[config.mk]
export PLATFORM = sky130hd
export DESIGN_NAME = spi_register_map
export DESIGN_NICKNAME = d
export VERILOG_FILES = /design/src/rtl/spi_register_map_pkg.sv /design/src/rtl/spi_slave_if.sv /design/src/rtl/spi_register_map.sv
export SDC_FILE = /design/constraint.sdc
export NUM_CORES = 2
export LEC_CHECK = 0
export ABC_AREA = 0
export CAP_MARGIN = 5
export CORE_UTILIZATION = 35
export CTS_BUF_LIST = sky130_fd_sc_hd__clkbuf_8
export CTS_CLUSTER_DIAMETER = 200
export DETAILED_ROUTE_END_ITERATION = 12
export PLACE_DENSITY = 0.51
export RECOVER_POWER = 50
export SYNTH_ARGS = -nofsm -noshare
export SYNTH_HDL_FRONTEND = slang
export SYNTH_HIERARCHICAL = 1
export SYNTH_SLANG_ARGS = --single-unit
[constraint.sdc]
create_clock -name clk -period 35 [get_ports clk]
set_clock_uncertainty 0.2 [all_clocks]
set_input_delay 7 -clock clk [delete_from_list [all_inputs] [get_ports clk]]
set_output_delay 7 -clock clk [all_outputs]
set_load 0.01 [all_outputs]
[src/rtl/spi_register_map_pkg.sv]
// Shared constants for the SPI register map: geometry, frame layout and R/W bit encoding.
package spi_register_map_pkg;
    localparam int ADDR_WIDTH     = 7;
    localparam int DATA_WIDTH     = 8;
    localparam int NUM_CONFIG_REG = 96;
    localparam int NUM_STATUS_REG = 32;
    localparam int FRAME_WIDTH    = 16;
    localparam int CNT_WIDTH      = 5;

    localparam logic RW_READ  = 1'b1;
    localparam logic RW_WRITE = 1'b0;
endpackage

[src/rtl/spi_slave_if.sv]
// SPI mode-0 slave front end: pin synchronizers, sck edge detect, 16-bit frame decode,
// write strobe at bit 16, read address strobe at bit 8 and the MSB-first sdo shifter.
module spi_slave_if
    import spi_register_map_pkg::*;
(
    input  logic                  clk_i,
    input  logic                  rst_i,
    input  logic                  sck_i,
    input  logic                  sdi_i,
    input  logic                  cs_n_i,
    output logic                  wr_en_o,
    output logic [ADDR_WIDTH-1:0] wr_addr_o,
    output logic [DATA_WIDTH-1:0] wr_data_o,
    output logic                  rd_en_o,
    output logic [ADDR_WIDTH-1:0] rd_addr_o,
    input  logic [DATA_WIDTH-1:0] rd_data_i,
    output logic                  sdo_o
);
    localparam logic [CNT_WIDTH-1:0] CNT_ADDR_DONE  = CNT_WIDTH'(FRAME_WIDTH - DATA_WIDTH - 1);
    localparam logic [CNT_WIDTH-1:0] CNT_DATA_START = CNT_WIDTH'(FRAME_WIDTH - DATA_WIDTH);
    localparam logic [CNT_WIDTH-1:0] CNT_LAST       = CNT_WIDTH'(FRAME_WIDTH - 1);
    localparam logic [CNT_WIDTH-1:0] CNT_FULL       = CNT_WIDTH'(FRAME_WIDTH);

    logic [1:0] sck_sync_q, sdi_sync_q, cs_sync_q;
    logic       sck_prev_q;

    always_ff @(posedge clk_i or posedge rst_i) begin
        if (rst_i) begin
            sck_sync_q <= 2'b00;
            sdi_sync_q <= 2'b00;
            cs_sync_q  <= 2'b11;
            sck_prev_q <= 1'b0;
        end else begin
            sck_sync_q <= {sck_sync_q[0], sck_i};
            sdi_sync_q <= {sdi_sync_q[0], sdi_i};
            cs_sync_q  <= {cs_sync_q[0], cs_n_i};
            sck_prev_q <= sck_sync_q[1];
        end
    end

    logic sck_rise, sck_fall, cs_idle;
    assign sck_rise = sck_sync_q[1] & ~sck_prev_q;
    assign sck_fall = ~sck_sync_q[1] & sck_prev_q;
    assign cs_idle  = cs_sync_q[1];

    logic [CNT_WIDTH-1:0]   bit_cnt_q, bit_cnt_d;
    logic [FRAME_WIDTH-2:0] shift_in_q, shift_in_d;
    logic [DATA_WIDTH-1:0]  shift_out_q, shift_out_d;
    logic                   sdo_q, sdo_d;
    logic                   is_read_q, is_read_d;
    logic [FRAME_WIDTH-1:0] shifted;

    // View of the frame including the bit being sampled on this rising edge.
    assign shifted   = {shift_in_q, sdi_sync_q[1]};
    assign wr_addr_o = shifted[FRAME_WIDTH-2:DATA_WIDTH];
    assign wr_data_o = shifted[DATA_WIDTH-1:0];
    assign rd_addr_o = shifted[ADDR_WIDTH-1:0];
    assign sdo_o     = sdo_q;

    always_comb begin
        bit_cnt_d   = bit_cnt_q;
        shift_in_d  = shift_in_q;
        shift_out_d = shift_out_q;
        sdo_d       = sdo_q;
        is_read_d   = is_read_q;
        wr_en_o     = 1'b0;
        rd_en_o     = 1'b0;
        if (cs_idle) begin
            bit_cnt_d   = '0;
            shift_in_d  = '0;
            shift_out_d = '0;
            sdo_d       = 1'b0;
            is_read_d   = 1'b0;
        end else begin
            if (sck_rise && bit_cnt_q != CNT_FULL) begin
                shift_in_d = shifted[FRAME_WIDTH-2:0];
                bit_cnt_d  = bit_cnt_q + 1'b1;
                if (bit_cnt_q == CNT_ADDR_DONE && shifted[ADDR_WIDTH] == RW_READ) begin
                    rd_en_o     = 1'b1;
                    is_read_d   = 1'b1;
                    shift_out_d = rd_data_i;
                end
                if (bit_cnt_q == CNT_LAST && shifted[FRAME_WIDTH-1] == RW_WRITE) begin
                    wr_en_o = 1'b1;
                end
            end
            // Falling edges 8..15 present data bits 7..0; the final falling edge returns sdo low.
            if (sck_fall && is_read_q && bit_cnt_q >= CNT_DATA_START) begin
                if (bit_cnt_q != CNT_FULL) begin
                    sdo_d       = shift_out_q[DATA_WIDTH-1];
                    shift_out_d = {shift_out_q[DATA_WIDTH-2:0], 1'b0};
                end else begin
                    sdo_d = 1'b0;
                end
            end
        end
    end

    always_ff @(posedge clk_i or posedge rst_i) begin
        if (rst_i) begin
            bit_cnt_q   <= '0;
            shift_in_q  <= '0;
            shift_out_q <= '0;
            sdo_q       <= 1'b0;
            is_read_q   <= 1'b0;
        end else begin
            bit_cnt_q   <= bit_cnt_d;
            shift_in_q  <= shift_in_d;
            shift_out_q <= shift_out_d;
            sdo_q       <= sdo_d;
            is_read_q   <= is_read_d;
        end
    end
endmodule

[src/rtl/spi_register_map.sv]
// SPI-accessible register map: 96 read/write config registers followed by 32 read-only
// status addresses mirroring two synchronized status pins; config register 0 drives uo_out.
module spi_register_map #(
    parameter int ADDR_WIDTH     = spi_register_map_pkg::ADDR_WIDTH,
    parameter int DATA_WIDTH     = spi_register_map_pkg::DATA_WIDTH,
    parameter int NUM_CONFIG_REG = spi_register_map_pkg::NUM_CONFIG_REG,
    parameter int NUM_STATUS_REG = spi_register_map_pkg::NUM_STATUS_REG
) (
    input  logic       clk,
    input  logic       rst,
    input  logic       ena,
    input  logic [7:0] ui_in,
    output logic [7:0] uo_out,
    input  logic [7:0] uio_in,
    output logic [7:0] uio_out,
    output logic [7:0] uio_oe
);
    import spi_register_map_pkg::*;

    localparam logic [ADDR_WIDTH-1:0] CFG_END      = ADDR_WIDTH'(NUM_CONFIG_REG);
    localparam logic [ADDR_WIDTH-1:0] STAT_HI_BASE = ADDR_WIDTH'(NUM_CONFIG_REG + NUM_STATUS_REG / 2);

    logic                  wr_en, rd_en, sdo;
    logic [ADDR_WIDTH-1:0] wr_addr, rd_addr;
    logic [DATA_WIDTH-1:0] wr_data, rd_data;
    logic [DATA_WIDTH-1:0] config_q [NUM_CONFIG_REG];
    logic [1:0]            stat_lo_q, stat_hi_q;

    spi_slave_if u_spi (
        .clk_i     (clk),
        .rst_i     (rst),
        .sck_i     (uio_in[0]),
        .sdi_i     (uio_in[1]),
        .cs_n_i    (uio_in[3]),
        .wr_en_o   (wr_en),
        .wr_addr_o (wr_addr),
        .wr_data_o (wr_data),
        .rd_en_o   (rd_en),
        .rd_addr_o (rd_addr),
        .rd_data_i (rd_data),
        .sdo_o     (sdo)
    );

    always_ff @(posedge clk or posedge rst) begin
        if (rst) begin
            stat_lo_q <= 2'b00;
            stat_hi_q <= 2'b00;
        end else begin
            stat_lo_q <= {stat_lo_q[0], uio_in[5]};
            stat_hi_q <= {stat_hi_q[0], uio_in[4]};
        end
    end

    // Writes into the status range fall outside the array and are dropped.
    always_ff @(posedge clk or posedge rst) begin
        if (rst) begin
            for (int i = 0; i < NUM_CONFIG_REG; i++) config_q[i] <= '0;
        end else if (wr_en && wr_addr < CFG_END) begin
            config_q[wr_addr] <= wr_data;
        end
    end

    always_comb begin
        rd_data = '0;
        if (rd_en) begin
            if (rd_addr < CFG_END)           rd_data = config_q[rd_addr];
            else if (rd_addr < STAT_HI_BASE) rd_data = {DATA_WIDTH{stat_lo_q[1]}};
            else                             rd_data = {DATA_WIDTH{stat_hi_q[1]}};
        end
    end

    assign uo_out  = config_q[0];
    assign uio_out = {5'b00000, sdo, 2'b00};
    assign uio_oe  = 8'b0000_0100;

    logic unused_inputs;
    assign unused_inputs = &{1'b0, ena, ui_in, uio_in[7:6], uio_in[2]};
endmodule

==> Word level (Yosys, flattened, before mapping) <==
Cells that the tools add are included.
{ "classes": {"n_mux": 30, "n_bitwise": 7, "n_addsub": 1, "n_lt_le_gt_ge": 7, "eq_ne": 3, "reduce_logical": 11} }
{ "ops": {"columns": ["op", "n"], "rows": [
  ["bitwise mux 768 bit", 1],
  ["two-way mux 8 bit", 11],
  ["binary-select mux 8 bit (select 7 bit)", 1],
  ["demux 8 bit (select 7 bit)", 1],
  ["two-way mux 15 bit", 2],
  ["< comparator 7 bit, second input constant", 3],
  ["greater-or-equal comparator 8 bit, second input constant", 2],
  ["NOT 7 -> 8 bit", 2],
  ["two-way mux 1 bit", 12],
  ["two-way mux 5 bit", 2],
  ["< comparator 8 x 1 -> 1 bit, second input constant", 1],
  ["logical AND 1 bit", 7],
  ["nonzero test 2 bit", 3],
  ["adder 5 x 1 -> 5 bit, second input constant", 1],
  ["equality test 5 x 3 -> 1 bit, second input constant", 1],
  ["equality test 5 x 4 -> 1 bit, second input constant", 1],
  ["greater-or-equal comparator 5 x 4 -> 1 bit, second input constant", 1],
  ["!= test 5 bit, second input constant", 1],
  ["NOT 1 bit", 3],
  ["AND 1 bit", 2],
  ["AND reduction 2 bit", 1]
]} }
{ "word_totals": {"wordCells": 166, "ff_bits": 809, "output_inout_bits": 24, "input_bits": 19} }

==> Logic depth before layout (Yosys ltp) <==
{ "depth": {"depth_word": 11, "mapped_depth": 13, "mapped_depth_nobuf": 11} }

==> By module <==
The synthesis kept the hierarchy.
{ "by_module_without_submodules": {"columns": ["module", "seq_area_each_um2", "instances", "cells_per_inst", "area_each_um2"], "rows": [
  ["spi_register_map", 19318.5, 1, 2300, 35654.2],
  ["spi_slave_if", 928.4, 1, 198, 1928.1]
]} }

==> Worst setup path after synthesis <==
No wires, ideal clock.
{ "synth_path": {"path_type": "register -> output", "from": "register config_q, in the netlist uo_out[0]", "to": "output uo_out[0]", "slack_ns": 27.306, "path_stages_with_launch": 2, "required_time_ns": 27.800, "n_path_buf": 1, "t_arrival_ns": 0.494, "path_cell_list": "dfrtp_1 > buf_4"} }
{ "synth_lines": {"columns": ["element", "line", "text"], "rows": [
  ["from (decl)", "spi_register_map.sv:26", "logic [DATA_WIDTH-1:0] config_q [NUM_CONFIG_REG];"],
  ["from (signal, indexed assignment)", "spi_register_map.sv:59", "config_q[wr_addr] <= wr_data;"],
  ["to (decl)", "spi_register_map.sv:13", "output logic [7:0] uo_out,"]
]} }
No word-level cell between the ends.

==> Final worst setup path <==
{ "layout_path": {"from": "register u_spi.sdi_sync_q[1]", "to": "register u_spi.shift_out_q[7]"} }
{ "layout_between": {"elab_chain_cells": 11, "elab_cells_between_ends": 14} }
{ "layout_rtl": {"columns": ["element", "line", "text"], "rows": [
  ["from (decl)", "spi_slave_if.sv:24", "logic [1:0] sck_sync_q, sdi_sync_q, cs_sync_q;"],
  ["from (signal assigned)", "spi_slave_if.sv:35", "sdi_sync_q <= {sdi_sync_q[0], sdi_i};"],
  ["NOT 7 -> 8 bit (not written as such)", "spi_register_map.sv:66", "if (rd_addr < CFG_END) rd_data = config_q[rd_addr];"],
  ["binary-select mux 8 bit (select 7 bit)", "spi_register_map.sv:66", null],
  ["two-way mux 8 bit (not written as such) (2 in a row)", "spi_register_map.sv:66", null],
  ["two-way mux 8 bit (*)", "spi_register_map.sv:66", null],
  ["two-way mux 8 bit (*)", "spi_register_map.sv:65", "if (rd_en) begin"],
  ["via rd_data[7]", "spi_register_map.sv:25", "logic [DATA_WIDTH-1:0] wr_data, rd_data;"],
  ["two-way mux 8 bit (*)", "spi_slave_if.sv:78", "if (bit_cnt_q == CNT_ADDR_DONE && shifted[ADDR_WIDTH] == RW_READ) begin"],
  ["two-way mux 8 bit (*)", "spi_slave_if.sv:75", "if (sck_rise && bit_cnt_q != CNT_FULL) begin"],
  ["two-way mux 8 bit", "spi_slave_if.sv:89", "if (bit_cnt_q != CNT_FULL) begin"],
  ["two-way mux 8 bit (*)", "spi_slave_if.sv:88", "if (sck_fall && is_read_q && bit_cnt_q >= CNT_DATA_START) begin"],
  ["two-way mux 8 bit (*)", "spi_slave_if.sv:68", "if (cs_idle) begin"],
  ["via u_spi.shift_out_d[7]", "spi_slave_if.sv:48", "logic [DATA_WIDTH-1:0] shift_out_q, shift_out_d;"],
  ["to (signal assigned)", "spi_slave_if.sv:109", "shift_out_q <= shift_out_d;"],
  ["to (decl)", "spi_slave_if.sv:48", null]
]} }
The timed path passes the listed nets; every way through them passes the cells marked *. The select of a mux whose other input is x is not followed.
A chain may end at the register's enable or synchronous reset.

==> impl_metrics.csv <==
group,metric,value,unit
outcome,outcome,"finished with violations",
timing,fmaxAchievable,0.0803,GHz
logic_synthesis,ys_seq_elements,809,
clock_network,cts_resized,0,
clock_network,clock_latency,820,ps
logic_synthesis,avgSynthCellArea,15.0,um2
grt,grt_pass1_vias,23300,
layout,fin_nets,2511,
logic_synthesis,synth_common_cells,"dfrtp_1, mux2_2, mux4_2",
clock_network,cts_inserted_buffers,144,
logic_synthesis,synth_cell_type_count,67,
worst_setup_path,start_kind,"flop",
clock_network,cts.sinks,809,
grt,antenna_found_initial,3,
logic_synthesis,ys_seq_area_frac,0.539,
die,rows,119,
power_and_ir_drop,fin_total_pwr,1.88,mW
timing,tightest_slew,5400,ps
logic_synthesis,synth_cells,2498,
timing,maxSlewViolCount,177,
outcome,failed_checks,"capacitance limit, slew limit",
detailed_routing,dr_wl_met2,46400,um
hold_path,whs_path_depth,0,
placed_design,dp_slack,24710,ps
job,maxCapViolations,5,
detailed_routing,m1WireLength,43300,um
worst_setup_path,path_class,"flop to flop",
detailed_routing,vias,21600,
layout,area_delta_synth_final,10.4,%
grt,grt_pass1_wl,150000,um
placed_design,gp_congestion,0.819,
power_and_ir_drop,ir_drop,0.0000301,V
detailed_routing,drt_first_pass_iters,5,
detailed_routing,routed.top_layer,"met4",
power_and_ir_drop,leakage,19.5,nW
detailed_routing,drcViolationCount,0,
placed_design,dpl.cell_count,3734,
timing,relSlewSlack,-2.60,
timing,rsz0062_at_grt,"false",
die,fp.coreArea,106000,um2
clock_network,clk_pin_slew_worst_paths,60,ps
detailed_routing,wl_per_cell,24.4,um
hold_path,hold_class,"flop to flop",
logic_synthesis,synth_top_area_frac,0.537,
die,dieArea,109000,um2
timing,setup_tns,0,ps
logic_synthesis,synth.largest_area_cell,"dfrtp_1",
power_and_ir_drop,p_per_area,45.3,nW/um2
placed_design,dp.final_hpwl,59800,um
timing,hold_violations,0,
logic_synthesis,ys_warn_count,6,
detailed_routing,viasPerCell,5.42,
clock_network,post-cts-setup-buffer-count,0,
logic_synthesis,synth_edf_count,0,
placed_design,io_buffers,15,
worst_setup_path,path_max_fanout,74,
clock_network,cts_tree,"yes",
timing,layout_min_cycle_time,12450,ps
clock_network,clock_path_buffers,3,
timing,setup_viol,0,
worst_setup_path,worst_ep_required_time,35470,ps
die,die_width,330,um
worst_setup_path,r2r_cells,10,
layout,final_area,41500,um2
clock_network,htreeDepth,4,
timing,setup_slack,22550,ps
grt,grt_start_max_net_pins,187,
detailed_routing,drt-total-wl,97200,um
die,pin_count,43,
clock_network,root_buffer,"clkbuf_8",
clock_network,ctsHoldBuffers,0,
worst_setup_path,arrival,12920,ps
timing,finalCritPeriodShare,0.356,
grt,grt.overflow.total,0,
worst_setup_path,timing.rr.start,"u_spi/sdi_sync_q[1]",
worst_setup_path,startpoint,"u_spi/sdi_sync_q[1]",
worst_setup_path,endpoint_kind,"flop",
layout,drive_gt1_frac,0.469,
logic_synthesis,ys.flop_type,"dfrtp_1",
die,start_util,0.355,
detailed_routing,route.met3.wl,4560,um
layout,fin_cells,3987,
die,dieHeight,330,um
hold_path,worstHoldStart,"stat_lo_q[0]",
detailed_routing,drt-initial-drc-count,1383,
logic_synthesis,yosysMostFrequentCell,"dfrtp_1",
logic_synthesis,synthTopCellsByArea,"dfrtp_1, mux2_2, mux4_2",
grt,track_usage,0.184,
logic_synthesis,netlist_area,37600,um2
logic_synthesis,async_flop_share,1.00,
detailed_routing,detail-route-antenna-nets,0,
placed_design,placed_area,38800,um2
==> placed cells by master, fill, tap and decap left out, types with 10 or more instances in the layout <==
cell type	instances
a31oi_1	11
clkbuf_1	14
nor4_1	11
mux2_2	777
nor2b_1	10
conb_1	15
clkbuf_8	190
nand2_1	115
a21oi_1	26
mux2i_1	72
nand3_1	38
buf_4	23
dfrtp_1	800
nand2b_1	10
mux4_2	186
nor2_1	46
o21ai_0	35
inv_1	49
==> worst paths after layout <==
check	endpoint	slack [ps]
setup / recovery	u_spi/shift_out_q[7]	22550
hold / removal	stat_lo_q[1]	150
setup reg to reg	u_spi/shift_out_q[7]	22550
hold reg to reg	stat_lo_q[1]	150
max in group asynchronous	config_q[83]	25550
min in group asynchronous	u_spi/sdi_sync_q[1]	6470
==> per-stage QoR <==
step	utilization	hold WS, ps
CTS	0.394	153
finish	0.392	150
global route	0.392	166
floorplan	-	131
global placement	0.366	135
detailed placement	0.366	143
==> per-layer routing <==
| layer | vias to the layer above | GRT usage |
|---|---|---|
| met5 | - | 0 |
| met4 | 0 | 0.0673 |
| met3 | 178 | 0.0363 |
| met2 | 514 | 0.293 |
| met1 | 11700 | 0.249 |
| li1 | 9255 | - |
==> worst max-delay path, cell delays in order, from the launching register on <==
cell	delay (ps)
dfrtp_1	1300
clkbuf_1	1880
clkbuf_1	2250
clkbuf_1	3830
mux4_2	850
mux2i_1	250
o21ai_0	190
o21ai_0	860
a31oi_1	250
nand3_1	140
a311oi_1	100
==> logic make-up (layout without fill, tap and decap cells) <==
logic type | after synthesis | in the layout | share of synthesized area
other cells | 2 | 17 | 0.000200
fa+ha+maj | 3 | 3 | 0.000999
flops | 809 | 809 | 0.539
mux | 1040 | 1040 | 0.365
simple gates | 277 | 277 | 0.0390
compound gates | 135 | 135 | 0.0238
buf+inv | 232 | 315 | 0.0323
==> final cells by class <==
class | count | area [um2]
Inverter | 8 | 37.5
Clock inverter | 61 | 317
Multi-Input combinational cell | 1470 | 16000
Tap cell | 1391 | 1740
Antenna cell | 2 | 5.00
Fill cell | 9833 | 64400
Sequential cell | 809 | 20300
Clock buffer | 190 | 2620
Timing Repair Buffer | 56 | 455
==> flip-flops by register name, indices dropped and copies added, names as in the netlist <==
name,cells
config_q,760
stat_hi_q,2
stat_lo_q,2
u_spi/bit_cnt_q,5
u_spi/cs_sync_q,2
u_spi/is_read_q,1
u_spi/sck_prev_q,1
u_spi/sck_sync_q,2
u_spi/sdi_sync_q,2
u_spi/sdo_o,1
u_spi/shift_in_q,15
u_spi/shift_out_q,8
uo_out,8
==> where the power goes <==
group          switching [mW]  leakage [nW]  internal [mW]
Sequential            0.00382          11.3          0.937
Combinational          0.0363          6.61         0.0122
Clock                   0.398          1.67          0.491
Note: power is estimated with default switching activity, not from simulation.
